### src/rtl/freq_gen_pkg.sv
// freq_gen_pkg: shared constants for the square-wave test source.
// Holds the sel encoding, the FSM state type, the preset half-period
// helpers (derived from the system clock rate) and the fast-output
// threshold used by hf_led.
package freq_gen_pkg;

  // Source select encoding
  localparam logic [1:0] SEL_CUSTOM = 2'b00;
  localparam logic [1:0] SEL_4HZ    = 2'b01;
  localparam logic [1:0] SEL_1KHZ   = 2'b10;
  localparam logic [1:0] SEL_5MHZ   = 2'b11;

  // Preset output frequencies in Hz
  localparam longint unsigned F_4HZ  = 64'd4;
  localparam longint unsigned F_1KHZ = 64'd1_000;
  localparam longint unsigned F_5MHZ = 64'd5_000_000;

  // Half-period at or below this many clk cycles means output >= 1 MHz
  localparam int unsigned HF_THRESH = 25;

  // Power-on custom half-period (1 kHz at 50 MHz)
  localparam int unsigned CUSTOM_RST = 25_000;

  typedef enum logic [1:0] {
    ST_IDLE = 2'd0,
    ST_HIGH = 2'd1,
    ST_LOW  = 2'd2
  } state_t;

  // Half-period in clk cycles for a given output frequency
  function automatic longint unsigned half_for(longint unsigned clk_hz,
                                               longint unsigned out_hz);
    return clk_hz / (64'd2 * out_hz);
  endfunction

  // True when a half-period is representable in a w-bit counter and non-zero
  function automatic bit fits(longint unsigned v, int unsigned w);
    return (v >= 64'd1) && (v <= ((64'd1 << w) - 64'd1));
  endfunction

endpackage

### src/rtl/freq_gen_div.sv
// freq_gen_div: phase counter for freq_gen.
// Latches the half-period of the phase being started and counts clk
// cycles within the phase; bnd flags the last cycle of the phase.
module freq_gen_div
  import freq_gen_pkg::*;
#(
  parameter int DIV_W = 24
) (
  input  logic             clk,
  input  logic             Rst_n,
  input  logic             load,
  input  logic             clr,
  input  logic             run,
  input  logic [DIV_W-1:0] nxt_half,
  output logic [DIV_W-1:0] act_half,
  output logic             bnd
);

  logic [DIV_W-1:0] cnt;

  // Start a phase (load), park the counter (clr) or advance within a phase
  always_ff @(posedge clk or negedge Rst_n) begin
    if (!Rst_n) begin
      cnt      <= '0;
      act_half <= '0;
    end else if (load) begin
      cnt      <= '0;
      act_half <= nxt_half;
    end else if (clr) begin
      cnt <= '0;
    end else if (run) begin
      cnt <= cnt + 1'b1;
    end
  end

  // Full-width compare against the latched half-period
  assign bnd = (cnt == (act_half - 1'b1));

endmodule

### src/rtl/freq_gen.sv
// freq_gen: programmable square-wave test source for the frequency meter.
// Three fixed presets (4 Hz, 1 kHz, 5 MHz) plus a custom half-period loaded
// over a req/ack handshake. A new half-period is only picked up at a phase
// boundary, so the output never produces runt pulses.
// Optional feature macro: FREQ_GEN_DUTY_EN adds div_lo_in / custom_lo so the
// custom LOW phase can differ from the HIGH phase.
module freq_gen
  import freq_gen_pkg::*;
#(
  parameter int              DIV_W  = 24,
  parameter longint unsigned CLK_HZ = 64'd50_000_000
) (
  input  logic             clk,
  input  logic             Rst_n,
  input  logic             enable,
  input  logic [1:0]       sel,
  input  logic [DIV_W-1:0] div_in,
`ifdef FREQ_GEN_DUTY_EN
  input  logic [DIV_W-1:0] div_lo_in,
`endif
  input  logic             load_req,
  output logic             load_ack,
  output logic             clk_out,
  output logic             period_tick,
  output logic             hf_led
);

  localparam longint unsigned P_4HZ  = half_for(CLK_HZ, F_4HZ);
  localparam longint unsigned P_1KHZ = half_for(CLK_HZ, F_1KHZ);
  localparam longint unsigned P_5MHZ = half_for(CLK_HZ, F_5MHZ);

  localparam logic [DIV_W-1:0] H_4HZ    = DIV_W'(P_4HZ);
  localparam logic [DIV_W-1:0] H_1KHZ   = DIV_W'(P_1KHZ);
  localparam logic [DIV_W-1:0] H_5MHZ   = DIV_W'(P_5MHZ);
  localparam logic [DIV_W-1:0] H_RST    = DIV_W'(CUSTOM_RST);
  localparam logic [DIV_W-1:0] H_HF     = DIV_W'(HF_THRESH);
  localparam logic [DIV_W-1:0] H_ONE    = DIV_W'(1);

  // Presets must fit the counter; a bad DIV_W/CLK_HZ pair stops elaboration
  if (!fits(P_4HZ, DIV_W) || !fits(P_1KHZ, DIV_W) || !fits(P_5MHZ, DIV_W))
  begin : g_bad_preset
    $error("freq_gen: preset half-period does not fit in DIV_W bits");
  end

  state_t           state, state_nxt;
  logic [DIV_W-1:0] custom_half;
  logic [DIV_W-1:0] eff_hi, eff_lo;
  logic [DIV_W-1:0] nxt_half;
  logic [DIV_W-1:0] act_half;
  logic             dv_load, dv_clr, dv_run, bnd;

  // Custom half-period capture; a zero request is clamped to 1 cycle
  always_ff @(posedge clk or negedge Rst_n) begin
    if (!Rst_n) begin
      custom_half <= H_RST;
      load_ack    <= 1'b0;
    end else begin
      load_ack <= load_req;
      if (load_req) custom_half <= (div_in == '0) ? H_ONE : div_in;
    end
  end

`ifdef FREQ_GEN_DUTY_EN
  logic [DIV_W-1:0] custom_lo;

  // Custom LOW length, captured on the same handshake as custom_half
  always_ff @(posedge clk or negedge Rst_n) begin
    if (!Rst_n) begin
      custom_lo <= H_RST;
    end else if (load_req) begin
      custom_lo <= (div_lo_in == '0) ? H_ONE : div_lo_in;
    end
  end
`endif

  // Half-period selected by sel for HIGH phases
  always_comb begin
    eff_hi = custom_half;
    case (sel)
      SEL_CUSTOM: eff_hi = custom_half;
      SEL_4HZ:    eff_hi = H_4HZ;
      SEL_1KHZ:   eff_hi = H_1KHZ;
      SEL_5MHZ:   eff_hi = H_5MHZ;
      default:    eff_hi = custom_half;
    endcase
  end

  // LOW phase length: own register in custom duty mode, else same as HIGH
  always_comb begin
`ifdef FREQ_GEN_DUTY_EN
    eff_lo = (sel == SEL_CUSTOM) ? custom_lo : eff_hi;
`else
    eff_lo = eff_hi;
`endif
  end

  freq_gen_div #(
    .DIV_W(DIV_W)
  ) u_div (
    .clk     (clk),
    .Rst_n   (Rst_n),
    .load    (dv_load),
    .clr     (dv_clr),
    .run     (dv_run),
    .nxt_half(nxt_half),
    .act_half(act_half),
    .bnd     (bnd)
  );

  // State register
  always_ff @(posedge clk or negedge Rst_n) begin
    if (!Rst_n) state <= ST_IDLE;
    else        state <= state_nxt;
  end

  // Next-state and phase-counter control
  always_comb begin
    state_nxt = state;
    dv_load   = 1'b0;
    dv_clr    = 1'b0;
    dv_run    = 1'b0;
    nxt_half  = eff_hi;
    case (state)
      ST_IDLE: begin
        dv_clr = 1'b1;
        if (enable) begin
          state_nxt = ST_HIGH;
          dv_load   = 1'b1;
        end
      end
      ST_HIGH: begin
        // A HIGH phase always runs to completion, even if enable drops
        if (bnd) begin
          dv_load   = 1'b1;
          nxt_half  = eff_lo;
          state_nxt = enable ? ST_LOW : ST_IDLE;
        end else begin
          dv_run = 1'b1;
        end
      end
      ST_LOW: begin
        if (!enable) begin
          state_nxt = ST_IDLE;
          dv_clr    = 1'b1;
        end else if (bnd) begin
          state_nxt = ST_HIGH;
          dv_load   = 1'b1;
        end else begin
          dv_run = 1'b1;
        end
      end
      default: begin
        state_nxt = ST_IDLE;
        dv_clr    = 1'b1;
      end
    endcase
  end

  // Registered outputs; tick marks the cycle where clk_out goes 0 -> 1
  always_ff @(posedge clk or negedge Rst_n) begin
    if (!Rst_n) begin
      clk_out     <= 1'b0;
      period_tick <= 1'b0;
      hf_led      <= 1'b0;
    end else begin
      clk_out     <= (state == ST_HIGH);
      period_tick <= (state == ST_HIGH) && !clk_out;
      hf_led      <= (state != ST_IDLE) && (act_half <= H_HF);
    end
  end

endmodule

### config.mk
export PLATFORM = sky130hd
export DESIGN_NAME = freq_gen
export DESIGN_NICKNAME = d
export VERILOG_FILES = /design/src/rtl/freq_gen_pkg.sv /design/src/rtl/freq_gen_div.sv /design/src/rtl/freq_gen.sv
export SDC_FILE = /design/constraint.sdc
export NUM_CORES = 1
export LEC_CHECK = 0
export BUFFER_PORTS_ARGS = -buffer_cell sky130_fd_sc_hd__buf_4
export CAP_MARGIN = 30
export CORE_MARGIN = 2
export CORE_UTILIZATION = 38
export CTS_BUF_LIST = sky130_fd_sc_hd__clkbuf_4
export DETAILED_ROUTE_END_ITERATION = 12
export HOLD_SLACK_MARGIN = 0.08
export PLACE_DENSITY = 0.54
export SYNTH_ARGS = -nofsm -noshare
export SYNTH_HDL_FRONTEND = slang
export SYNTH_HIERARCHICAL = 1
export SYNTH_SLANG_ARGS = --single-unit
### constraint.sdc
create_clock -name clk -period 6.7 [get_ports clk]
set_input_delay 0.335 -clock clk [delete_from_list [all_inputs] [get_ports clk]]
set_output_delay 0.335 -clock clk [all_outputs]
set_load 0.02 [all_outputs]
==> results of run 1 <==
## sequential cells by signal (all words and copies together), names as in the netlist
name and count:
hf_led 1, state 2, u_div/act_half 24, period_tick 1, clk_out 1, u_div/cnt 24, custom_half 24, load_ack 1
## through the flow
step / util / instance area (um2)
floorplan: - / 4527
global placement: 0.4199 / 4836
detailed placement: 0.4223 / 4863
CTS: 0.4574 / 5268
global route: 0.4574 / 5268
finish: 0.4574 / 5268
## cell type report
type                    instances  area [um2]  area share
clock inverters                 5       81.33     0.01544
multi-input cells             344        2401      0.4558
well taps                     143       178.9     0.03397
inverters                      11       41.29    0.007838
flip-flops and latches         78        1959      0.3720
repair buffers                 59       523.0     0.09929
clock buffers                  11       82.58     0.01568
## layer usage
| layer | share of wire | wire, um | up-vias |
|---|---|---|---|
| li1 | - | - | 1704 |
| met1 | 0.49 | 4962 | 1645 |
| met2 | 0.45 | 4615 | 58 |
| met3 | 0.032 | 326 | 13 |
| met4 | 0.024 | 245 | 0 |
| met5 | 0 | 0 | - |
## cells in the final DEF (no fill, tap or decap), types with 3 or more instances in the layout
| master | Yosys | layout |
|---|---|---|
| dfrtp_1 | 72 | 72 |
| clkbuf_4 | 0 | 11 |
| and3_1 | 7 | 7 |
| xnor2_1 | 24 | 24 |
| or4_1 | 4 | 4 |
| nand4_1 | 11 | 11 |
| inv_1 | 11 | 11 |
| dfstp_2 | 6 | 6 |
| nor3_1 | 14 | 14 |
| xor2_1 | 24 | 24 |
| and2_1 | 8 | 8 |
| nor4_1 | 14 | 14 |
| a21oi_1 | 6 | 6 |
| buf_4 | 0 | 34 |
| mux2i_1 | 3 | 3 |
| dlygate4sd3_1 | 0 | 24 |
| nand2_1 | 56 | 56 |
| nor2_1 | 42 | 41 |
| nand3_1 | 9 | 9 |
| or3_1 | 6 | 6 |
| o21ai_0 | 13 | 13 |
| nand2b_1 | 4 | 4 |
| mux2_2 | 46 | 46 |
| nor2b_1 | 3 | 3 |
| ha_1 | 10 | 10 |
## cell families after synthesis
kind of cell,share of synthesized area
xor gates and xnor gates,0.09287
adders and majority gates,0.02764
muxes,0.1211
and+or+nand+nor,0.2255
AOI/OAI and AO/OA,0.06274
DFF,0.4328
buffers and inverters,0.03731
## worst max-delay path by stage
stage               cells past startpoint            end              start
detailed placement                     16  u_div/cnt[22]  u_div/act_half[7]
global route                           16  u_div/cnt[22]  u_div/act_half[7]
finish                                 16  u_div/cnt[22]  u_div/act_half[7]
global placement                       16  u_div/cnt[22]  u_div/act_half[7]
floorplan                              19  u_div/cnt[22]  u_div/act_half[2]
CTS                                    16  u_div/cnt[22]  u_div/act_half[7]
## where the power goes
group          switching [mW]  internal, mW
Combinational           0.289         0.258
Sequential              0.132         0.552
Clock                   0.170         0.161
==> reports/metrics.yaml, run 1 <==
dp_hpwl_um: 7557
setup_tns_ns: 0
grt_setup_unrepaired: "false"
numCtsBuffers: 9
portBuffers: 33
ctsResizeCount: 0
ys_types: 56
cp.required_ns: 7.08
hold_path_startpoint: "div_in[1]"
n_antenna_cell: 0
synth_area_mm2: 0.004527
setup_ws_ns: 1.385
avgSynthCellArea_um2: 9.906
die_y_um: 113.1
grt_pass1_wl_um: 16930
yosys.cell_count.top_type: "dfrtp_1"
use_met2: 0.2611
rr_worst_depth: 16
clock_latency_ns: 0.46
cpMaxStageDelayCell: "or4_1"
reg2reg_slack_ns: 1.38
path_clk_slew_ns: 0.12
crit_family: "simple AND/OR/NAND/NOR gates"
design.core.area_mm2: 0.01152
nFillCells: 1098
finalMaxSlewViolations: 0
min_path_type: "in2reg"
pin_count: 34
initial_core_util: 0.3931
dieArea_mm2: 0.01280
row_count: 39
synth_top_area_share: 0.3980
async_flop_share: 1.000
drt_iter0_markers: 138
peakVddDrop_mv: 0.1472
dp_slack_ns: 1.439
cp_max_fo: 28
place.gp.congestion: 0.8532
yosys.area.top_type: "dfrtp_1"
netlist_instances: 457
worstMarginPinSlew_ns: 0.8478
status: "completed"
powerDensity_mw_per_mm2: 296.7
min_period_ns: 5.315
ant_nets: 0
synth_area_leaders: "dfrtp_1 40%, mux2_2 11%, nand2_1 4.6%"
arrival_ns: 5.69
holdBufCountCts: 24
cp_num_buf_inv: 1
grt_pass1_vias: 3253
post_drt_wl_per_cell_um: 15.59
syn2layout_area_growth_pct: 16.36
whs_ns: 0.1384
fmax_mhz: 188.1
p_total_mw: 1.563
vias: 3420
synth_common_cells: "72 x dfrtp_1, 56 x nand2_1, 46 x mux2_2, 42 x nor2_1"
cts_setup_buffers: 0
finalNetCount: 543
drt-pass1-iter-count: 4
grt_overflow: 0
routed_wl_um: 10150
cts_tree: "yes"
grtUsageTotal: 0.1699
cp-start-kind: "flop"
max_cap_viol_count: 0
fp.dieW_um: 113.1
r2r_end: "u_div/cnt[22]"
end_kind: "flop"
worstHoldEndpoint: "custom_half[1]"
dp.cells: 611
setup_violations: 0
yosys_warnings: 6
top_usage_layer: "met2"
vias_per_cell: 5.253
crit_chain: "or4_1 > nor4_2 > o32ai_1 > or4_1 > nor4_4 > o2111ai_1 > a211oi_2 > a21oi_1 > a2bb2oi_1 > nor2_2 > buf_4 > o311a_1 > and3_1 > or3b_2 > or3_1 > a21oi_1"
max_stage_delay_ns: 0.63
leakagePower_nw: 2.271
period_share: 0.7933
antenna_found_initial: 0
ys_seq_area_frac: 0.4328
grt_max_degree: 46
clock_path_buffers: 2
cts_sinks: 78
h-tree-depth: 3
synth_edf_count: 0
final_layout_size_suffix_gt1_frac: 0.2185
min_delay_path_depth: 2
path_class: "reg2reg"
ys_ff_latch: 78
use_met1: 0.2335
syn_nets: 497
hold_viol_final: 0
ys.flop_type: "dfrtp_1"
remaining_drc_errors: 0
slew_headroom: 0.4336
stdcell_count: 651
skew_ns: 0.01955
root_buffer: "clkbuf_4"
reg2reg_from: "u_div/act_half[7]"
met3_usage: 0.02785
Power figures use the tool's default switching activity.
==> inputs of run 2 (changes only) <==
PLACE_DENSITY = 0.56   (was 0.54)
clock period = 4.6 ns   (was 6.7 ns; I/O delays follow)
==> reports/metrics.yaml, run 2 (synthesis gave the netlist of run 1 again) <==
status: "completed"  # unchanged
grt_overflow: 0  # unchanged
peakVddDrop_mv: 0.2287  # was 0.1472 mV
arrival_ns: 4.75  # was 5.69 ns
crit_top_cell: "a21oi_1"
ant_nets: 0  # unchanged
root_buffer: "clkbuf_4"  # unchanged
routed_wl_um: 10420  # was 10150 um
p_total_mw: 2.277  # was 1.563 mW
dp_hpwl_um: 7674  # was 7557 um
fp.dieW_um: 113.1  # unchanged
place.gp.congestion: 0.8644  # was 0.8532
numCtsBuffers: 9  # unchanged
design_area_mm2: 0.005394  # was 0.005268 mm2
stdcell_count: 670  # was 651
mostFrequentLayoutCell: "dfrtp_1"  # unchanged
clock_latency_ns: 0.48  # was 0.46 ns
top_regs: "custom_half: 24 flops, u_div/act_half: 24 flops, u_div/cnt: 24 flops"  # unchanged
fmax_mhz: 230.3  # was 188.1 MHz
design.core.area_mm2: 0.01152  # unchanged
skew_ns: 0.01086  # was 0.01955 ns
setup_violations: 0  # unchanged
cp_max_fo: 6  # was 28
crit_chain: "or4_4 > nor4_2 > o32ai_1 > or4_1 > nor4_4 > o2111ai_1 > a211oi_2 > a21oi_1 > a2bb2oi_1 > nor2_2 > o311a_1 > and3_1 > or3b_4 > or3_1 > a21oi_1"  # was or4_1 > nor4_2 > o32ai_1 > or4_1 > nor4_4 > o2111ai_1 > a211oi_2 > a21oi_1 > a2bb2oi_1 > nor2_2 > buf_4 > o311a_1 > and3_1 > or3b_2 > or3_1 > a21oi_1
grt_pass1_vias: 3526  # was 3253
portBuffers: 33  # unchanged
path_clk_slew_ns: 0.12  # about the same
end_kind: "flop"  # unchanged
crit_family: "simple AND/OR/NAND/NOR gates"  # unchanged
pin_count: 34  # unchanged
clock_path_buffers: 2  # unchanged
max_stage_delay_ns: 0.54  # was 0.63 ns
finalMaxSlewViolations: 0  # unchanged
min_path_type: "in2reg"  # unchanged
syn2layout_area_growth_pct: 19.15  # was 16.36%
reg2reg_slack_ns: 0.26  # was 1.38 ns
drt-pass1-iter-count: 5  # was 4
max_cap_viol_count: 0  # unchanged
vias_per_cell: 5.242  # was 5.253
dieArea_mm2: 0.01280  # unchanged
row_count: 39  # unchanged
cts_tree: "yes"  # unchanged
worstMarginPinSlew_ns: 0.7573  # was 0.8478 ns
slew_headroom: 0.4951  # was 0.4336
final_layout_size_suffix_gt1_frac: 0.2448  # was 0.2185
h-tree-depth: 3  # unchanged
grtUsageTotal: 0.1777  # was 0.1699
n_antenna_cell: 0  # unchanged
layout_common_cells: "72 x dfrtp_1, 56 x nand2_1, 50 x buf_4"  # was 72 x dfrtp_1, 56 x nand2_1, 46 x mux2_2
vias: 3512  # was 3420
cp.required_ns: 5.01  # was 7.08 ns
grt_max_degree: 79  # was 46
post_drt_wl_per_cell_um: 15.55  # was 15.59 um
path_class: "reg2reg"  # unchanged
cp-start-kind: "flop"  # unchanged
dp.cells: 624  # was 611
drt_iter0_markers: 196  # was 138
antenna_found_initial: 0  # unchanged
min_period_ns: 4.342  # was 5.315 ns
cts_sinks: 78  # unchanged
cpMaxStageDelayCell: "or4_4"  # was or4_1
leakagePower_nw: 2.348  # was 2.271 nW
dpl_cell_area_mm2: 0.004943  # was 0.004863 mm2
finalNetCount: 562  # was 543
die_y_um: 113.1  # unchanged
cp_num_buf_inv: 0  # was 1
grt_pass1_wl_um: 17900  # was 16930 um
period_share: 0.9439  # was 0.7933
hold_viol_final: 0  # unchanged
powerDensity_mw_per_mm2: 422.1  # was 296.7 mW/mm2
remaining_drc_errors: 0  # unchanged
initial_core_util: 0.3931  # unchanged
-- run 2: cell count changes in the layout (fill, tap and decap cells not counted), sizes merged --
| cell | previous run | this run |
|---|---|---|
| buf | 35 | 51 |
| dlygate4sd3 | 24 | 27 |
| clkbuf | 11 | 9 |
| clkinvlp | 0 | 2 |
| bufinv | 2 | 1 |
| clkinv | 1 | 2 |
-- run 2: power by group --
| group | total (mW) | internal [mW] | switching, mW |
|---|---|---|---|
| registers | 0.935 | 0.805 | 0.130 |
| logic | 0.916 | 0.428 | 0.488 |
| clock network | 0.425 | 0.167 | 0.259 |
| total | 2.28 | 1.40 | 0.878 |
-- run 2: final cells by class --
cell class	count	area, um2
clock buffer	9	67.56
clock inverter	7	72.57
fill	1106	6122
inverter	11	41.29
multi-input combinational	344	2409
sequential	78	1959
tap	143	178.9
timing repair buffer	78	665.6
-- run 2: path summary, 6_finish.rpt --
kind	start	end	cells after the start
min in group asynchronous	Rst_n	hf_led	2
hold / removal	enable	state[1]	4
setup reg to reg	u_div/act_half[4]	u_div/cnt[22]	15
setup / recovery	u_div/act_half[4]	u_div/cnt[22]	15
hold reg to reg	clk_out	period_tick	1
max in group asynchronous	Rst_n	custom_half[14]	3
-- run 2: tightest hold or removal path, delay by kind of cell --
kind                   cells  cell delay, ns
AOI/OAI and AO/OA          2            0.20
buffers and inverters      2            0.20
-- run 2: metrics by stage --
stage	hold slack, ns	utilization	worst slack [ns]	TNS (ns)
after detailed placement	0.4146	0.4293	0.2050	0
final	0.1893	0.4684	0.2582	0
after CTS	0.1607	0.4649	0.1767	0
after global routing	0.1820	0.4684	-0.004674	-0.004674
after floorplan	-0.06559	-	0.02760	0
after global placement	0.4152	0.4293	0.3562	0
-- run 2: per-layer routing --
| layer | track usage | part of all wire |
|---|---|---|
| met4 | 0.08374 | 0.029 |
| met2 | 0.2766 | 0.46 |
| met3 | 0.03267 | 0.037 |
| met1 | 0.2402 | 0.47 |
| met5 | 0 | 0 |
-- run 2: what timing repair did --
item / in CTS / in global routing
buffers inserted: 0 / 2
hold buffers: 27 / 0
resized for setup: 0 / 1
setup endpoints to repair: 0 / 7
hold endpoints to repair: 97 / 0
